**src/rtl/inputconditioner_array.sv**
```systemverilog
// inputconditioner_array: per-channel synchroniser, counter debouncer and masked edge pulses
module inputconditioner_array #(
    parameter int CHANNELS     = 4,
    parameter int SYNC_STAGES  = 2,
    parameter int WAITTIME     = 3,
    parameter int COUNTERWIDTH = 3
) (
    input  logic                clk,
    input  logic                rst_n,
    input  logic [CHANNELS-1:0] noisysignal,
    input  logic [CHANNELS-1:0] edge_en,
    output logic [CHANNELS-1:0] synchronized,
    output logic [CHANNELS-1:0] conditioned,
    output logic [CHANNELS-1:0] positiveedge,
    output logic [CHANNELS-1:0] negativeedge,
    output logic                anyedge
);
    localparam logic [COUNTERWIDTH-1:0] WAIT_C = COUNTERWIDTH'(WAITTIME);

    logic [SYNC_STAGES-1:0][CHANNELS-1:0]  sync_q, sync_d;
    logic [CHANNELS-1:0][COUNTERWIDTH-1:0] cnt_q, cnt_d;
    logic [CHANNELS-1:0] cond_q, cond_d, pos_q, pos_d, neg_q, neg_d;

    always_comb begin
        sync_d = {sync_q[SYNC_STAGES-2:0], noisysignal};
        cnt_d  = cnt_q;
        cond_d = cond_q;
        pos_d  = '0;
        neg_d  = '0;
        for (int i = 0; i < CHANNELS; i++) begin
            // flip only after WAITTIME+1 consecutive disagreeing cycles
            logic differ, flip;
            differ    = sync_q[SYNC_STAGES-1][i] ^ cond_q[i];
            flip      = differ && (cnt_q[i] == WAIT_C);
            cnt_d[i]  = (!differ || flip) ? '0 : cnt_q[i] + COUNTERWIDTH'(1);
            cond_d[i] = flip ? sync_q[SYNC_STAGES-1][i] : cond_q[i];
            pos_d[i]  = flip & sync_q[SYNC_STAGES-1][i] & edge_en[i];
            neg_d[i]  = flip & ~sync_q[SYNC_STAGES-1][i] & edge_en[i];
        end
    end

    always_ff @(posedge clk) begin
        if (!rst_n) begin
            sync_q <= '0;
            cnt_q  <= '0;
            cond_q <= '0;
            pos_q  <= '0;
            neg_q  <= '0;
        end else begin
            sync_q <= sync_d;
            cnt_q  <= cnt_d;
            cond_q <= cond_d;
            pos_q  <= pos_d;
            neg_q  <= neg_d;
        end
    end

    assign synchronized = sync_q[SYNC_STAGES-1];
    assign conditioned  = cond_q;
    assign positiveedge = pos_q;
    assign negativeedge = neg_q;
    assign anyedge      = |{pos_q, neg_q};
endmodule
```
**config.mk**
```make
export PLATFORM = sky130hd
export DESIGN_NAME = inputconditioner_array
export DESIGN_NICKNAME = d
export VERILOG_FILES = /design/src/rtl/inputconditioner_array.sv
export SDC_FILE = /design/constraint.sdc
export NUM_CORES = 1
export LEC_CHECK = 0
export CELL_PAD_IN_SITES_DETAIL_PLACEMENT = 0
export CELL_PAD_IN_SITES_GLOBAL_PLACEMENT = 1
export CORE_UTILIZATION = 40
export DETAILED_ROUTE_END_ITERATION = 10
export HOLD_SLACK_MARGIN = 0.15
export PLACE_DENSITY = 0.92
export SETUP_SLACK_MARGIN = 0.15
export SLEW_MARGIN = 20
export SYNTH_ARGS = -nofsm -noshare
export SYNTH_HDL_FRONTEND = slang
export SYNTH_SLANG_ARGS = --single-unit
```
**constraint.sdc**
```tcl
create_clock -name clk -period 2.6 [get_ports clk]
set_input_delay 0.52 -clock clk [delete_from_list [all_inputs] [get_ports clk]]
set_output_delay 0.52 -clock clk [all_outputs]
set_load 0.005 [all_outputs]
```
# ---- Word-level counts from Yosys, hierarchy flattened
# Index checks and enable logic that the tools add are counted.
dict set report totals {
  elab_cells 62
  output_inout_bits 17
  reg_bits 32
  inputBits 10
}
dict set report op_classes {
  n_eq_ne 4
  reduce_logical 17
  n_bitwise 25
  addsub 4
}
# cell count
set op_table {}
lappend op_table {{bitwise AND 1 bit} 16}
lappend op_table {{adder 3 x 1 -> 3 bit (second input constant)} 4}
lappend op_table {{equality test 3 x 2 -> 1 bit (second input constant)} 4}
lappend op_table {{OR reduction 2 bit} 4}
lappend op_table {{OR reduction 8 bit} 1}
lappend op_table {{NOT 1 bit} 5}
lappend op_table {{logical AND 1 bit} 4}
lappend op_table {{zero test 1 bit} 4}
lappend op_table {{logical OR 1 bit} 4}
lappend op_table {{XOR 1 bit} 4}

# ---- Depth between registers and ports, before layout
dict set report depth {
  word_depth 4
  mapped_depth 4
  ltp_nobuf 4
}

# ---- Least setup slack after synthesis
# No wires, ideal clock.
dict set report synth_path {
  kind {flip-flop to output port}
  startpoint {register pos_q[1], in the netlist positiveedge[1]}
  endpoint {output anyedge}
  t_arrival_ps 641
  setup_slack_ps 1439
  stages_incl_launch_ff 3
  cell_sequence {dfxtp_1 > nor4_1 > nand2_1}
}
dict set report synth_via {
  elab_chain_len 1
}
# item line
set synth_lines {}
lappend synth_lines {{from (decl)} 22} ;# logic [CHANNELS-1:0] cond_q, cond_d, pos_q, pos_d, neg_q, neg_d;
lappend synth_lines {{from (signal assigned)} 53} ;# pos_q <= pos_d;
lappend synth_lines {{OR reduction 8 bit} 62} ;# assign anyedge = |{pos_q, neg_q};
lappend synth_lines {{to (decl)} 16} ;# output logic anyedge
# Every way passes these cells.

# ---- Worst setup path in the final report
# Same ends and word-level chain as after synthesis.

==> metrics <==
fill cell count=between 200 and 250; via/cell ratio=approximately 4.9; PwrDens=556 nW/µm²; Max Transition Viols Final=0; Placeable Area=2590 µm²; P_leak=about 0.53 nW; Worst setup EP type=primary output; RSZ-0062 raised after global routing=false; # DRC=0; CTS Buffer Depth=2; Storage cell area=roughly 640 µm²; Synth Cell Area=1140 µm²; YS warnings=0; DRT antenna net count=0; routed len/inst=approximately 11 µm; Reg clk slew, reported paths=0.09 ns; die height=between 50 and 60 µm; Iter 0 DRT Violations=2; FF-to-FF path depth=4; total CTS buffers=5; Placer Congestion=a little over 0.7; # rows=18; ANT cells=0; clock sinks=32; largest net degree at the start of global routing=29; critical path class=reg -> out; CTS tree=yes; multi-input logic area=462 µm²; Setup Buffers After CTS=0; GRT overflow=0; Tightest Pin Transition=~0.7 ns; DR vias=around 770; vias in the first global route=760; Startpoint Class=flip-flop; max incr delay on CP=0.45 ns; Reg2Reg Setup Slack=1.41 ns; initial antenna violation count=0; Syn Inst Count=between 90 and 100; slowest stage cell on the critical path=clkdlybuf4s50_1; reg2reg start=cnt_q[0]; Worst EP arrival=around 1.5 ns; period utilization=76.0%; Detailed Route WL=approximately 1800 µm; Crit Reg-Reg Endpoint=positiveedge[0]; layout cells sized above 1=6.40%; gr usage total=13.2%; Design Area, Final=1470 µm²; Mean Syn Cell Area=about 12 µm²; Skew-Pair Late Insertion Delay=between 0.3 and 0.4 ns; CTS Hold Buffers Added=0; global-route wire length before repair=3080 µm; hold crit path type=reg -> reg; CP cell instances=nor4_1, nand2_1, clkdlybuf4s50_1; Sum Neg Setup Slack=0 ns; maximum VDD drop=0.445 mV; H-tree Lvls=2; Clock Skew=between 0.0015 and 0.002 ns; pre-CTS setup slack=just over 0.6 ns; Placed Area=1420 µm²; Pwr Total=approximately 0.8 mW; Hold Path Sink=cnt_q[9]; Final min period=1.98 ns; Post-CTS Resized=0; sequential share of the synthesized area=56.3%; Max-Cap Viols=0; Final Hold Vio Count=0; status=finished, final reports clean; worst hold path depth=1; Yosys reg bits=32; Root Buffer=clkbuf_4; Max Clock Freq=0.506 GHz; HP Start=cnt_q[9]; worst-path fanout max=2; Critical Path RT=around 2.1 ns; # IOs=27; Initial Util=43.9%; count of cell types in the netlist=17; die width=55.3 µm; final setup vio count=0; DPL Wire Length=1310 µm; Final #Nets=about 140; post-route setup slack=0.624 ns; I/O Buffers=26; drt first pass iters=4; Max-slew headroom=between 50% and 60%; area grow syn2layout=29.6%; Syn Nets=112; Die Area=3060 µm²
## synth_stat cells
library cell | instances | share of area, %
and2_1 | 8 | 4.4
and4bb_2 | 2 | 2.2
buf_6 | 1 | 0.99
clkbuf_1 | 1 | 0.33
clkbuf_2 | 1 | 0.44
dfxtp_1 | 32 | 56
ha_1 | 8 | 8.8
inv_1 | 4 | 1.3
mux2i_1 | 4 | 3.5
nand2_1 | 1 | 0.33
nand3_1 | 4 | 1.8
nor2b_1 | 4 | 2.2
nor3b_1 | 8 | 5.3
nor4_1 | 2 | 1.1
nor4b_1 | 8 | 6.2
nor4bb_1 | 2 | 1.8
xnor2_1 | 4 | 3.1
## routing by layer
layer / vias up / GRT usage [%] / wire [µm]
li1: 391 / - / -
met1: 347 / 14.6 / 797
met2: 24 / 20.8 / 842
met3: 4 / 5.39 / 96
met4: 0 / 8.57 / 36
met5: - / 0 / 0
## worst max-delay path, delay by kind of cell (launching register included)
| family | cells | cell delay (ns) |
|---|---|---|
| buffers and inverters | 1 | 0.45 |
| and+or+nand+nor | 2 | 0.37 |
| DFF | 1 | 0.32 |
## registers in the layout, indices dropped and copies added, names as in the netlist
register and count:
conditioned 4, sync_d 4, synchronized 4, positiveedge 4
negativeedge 4, cnt_q 12
## power breakdown
| part | switching, mW | internal [mW] | leakage, nW | total (mW) |
|---|---|---|---|---|
| Sequential | 0.00502 | 0.497 | 0.260 | 0.502 |
| Clock | 0.147 | 0.133 | 0.0326 | 0.281 |
| Combinational | 0.0109 | 0.0251 | 0.233 | 0.0360 |
| Total | 0.163 | 0.656 | 0.525 | 0.819 |
## layout make-up
type                    instances  share of cell area [%]
repair buffers                 26                    17.7
inverters                       4                    1.02
well taps                      30                    2.55
flip-flops and latches         32                    43.5
clock buffers                   8                    3.99
multi-input cells              55                    31.3
## stage by stage
step	std cells	utilization (%)	hold WS [ns]
after detailed placement	147	54.6	0.418
after floorplan	94	-	0.407
after global placement	147	54.6	0.414
after CTS	155	56.9	0.438
after global routing	155	56.9	0.457
final	155	56.9	0.435
## cell usage in the layout (no fill, tap or decap)
cell type	instances
mux2i_1	4
inv_1	4
nand3_1	4
xnor2_1	4
clkbuf_4	5
nor2b_1	4
nor4_1	2
clkbuf_8	1
dfxtp_1	32
and4bb_2	2
clkdlybuf4s50_1	26
and2_1	8
clkbuf_1	2
nand2_1	1
ha_1	8
nor4bb_1	2
nor3b_1	8
nor4b_1	8
## kinds of logic (layout without fill, tap and decap cells)
group	count (synthesis)	in the layout	share of synthesized area (%)
buffers and inverters	7	38	3.08
muxes	4	4	3.52
and+or+nand+nor	39	39	25.2
xor gates and xnor gates	4	4	3.08
adders and majority gates	8	8	8.80
DFF	32	32	56.3
## worst max-delay path by stage
stage | from | end | slack (ns) | cells after the start
6_report | positiveedge[1] | anyedge | 0.62 | 3
5_1_grt | positiveedge[1] | anyedge | 0.53 | 3
4_1_cts | positiveedge[1] | anyedge | 0.60 | 3
3_5_place_dp | rst_n | positiveedge[0] | 0.62 | 3
3_3_place_gp | rst_n | positiveedge[3] | 0.69 | 3
2_1_floorplan | positiveedge[1] | anyedge | 1.44 | 2
Power figures use the tool's default switching activity.
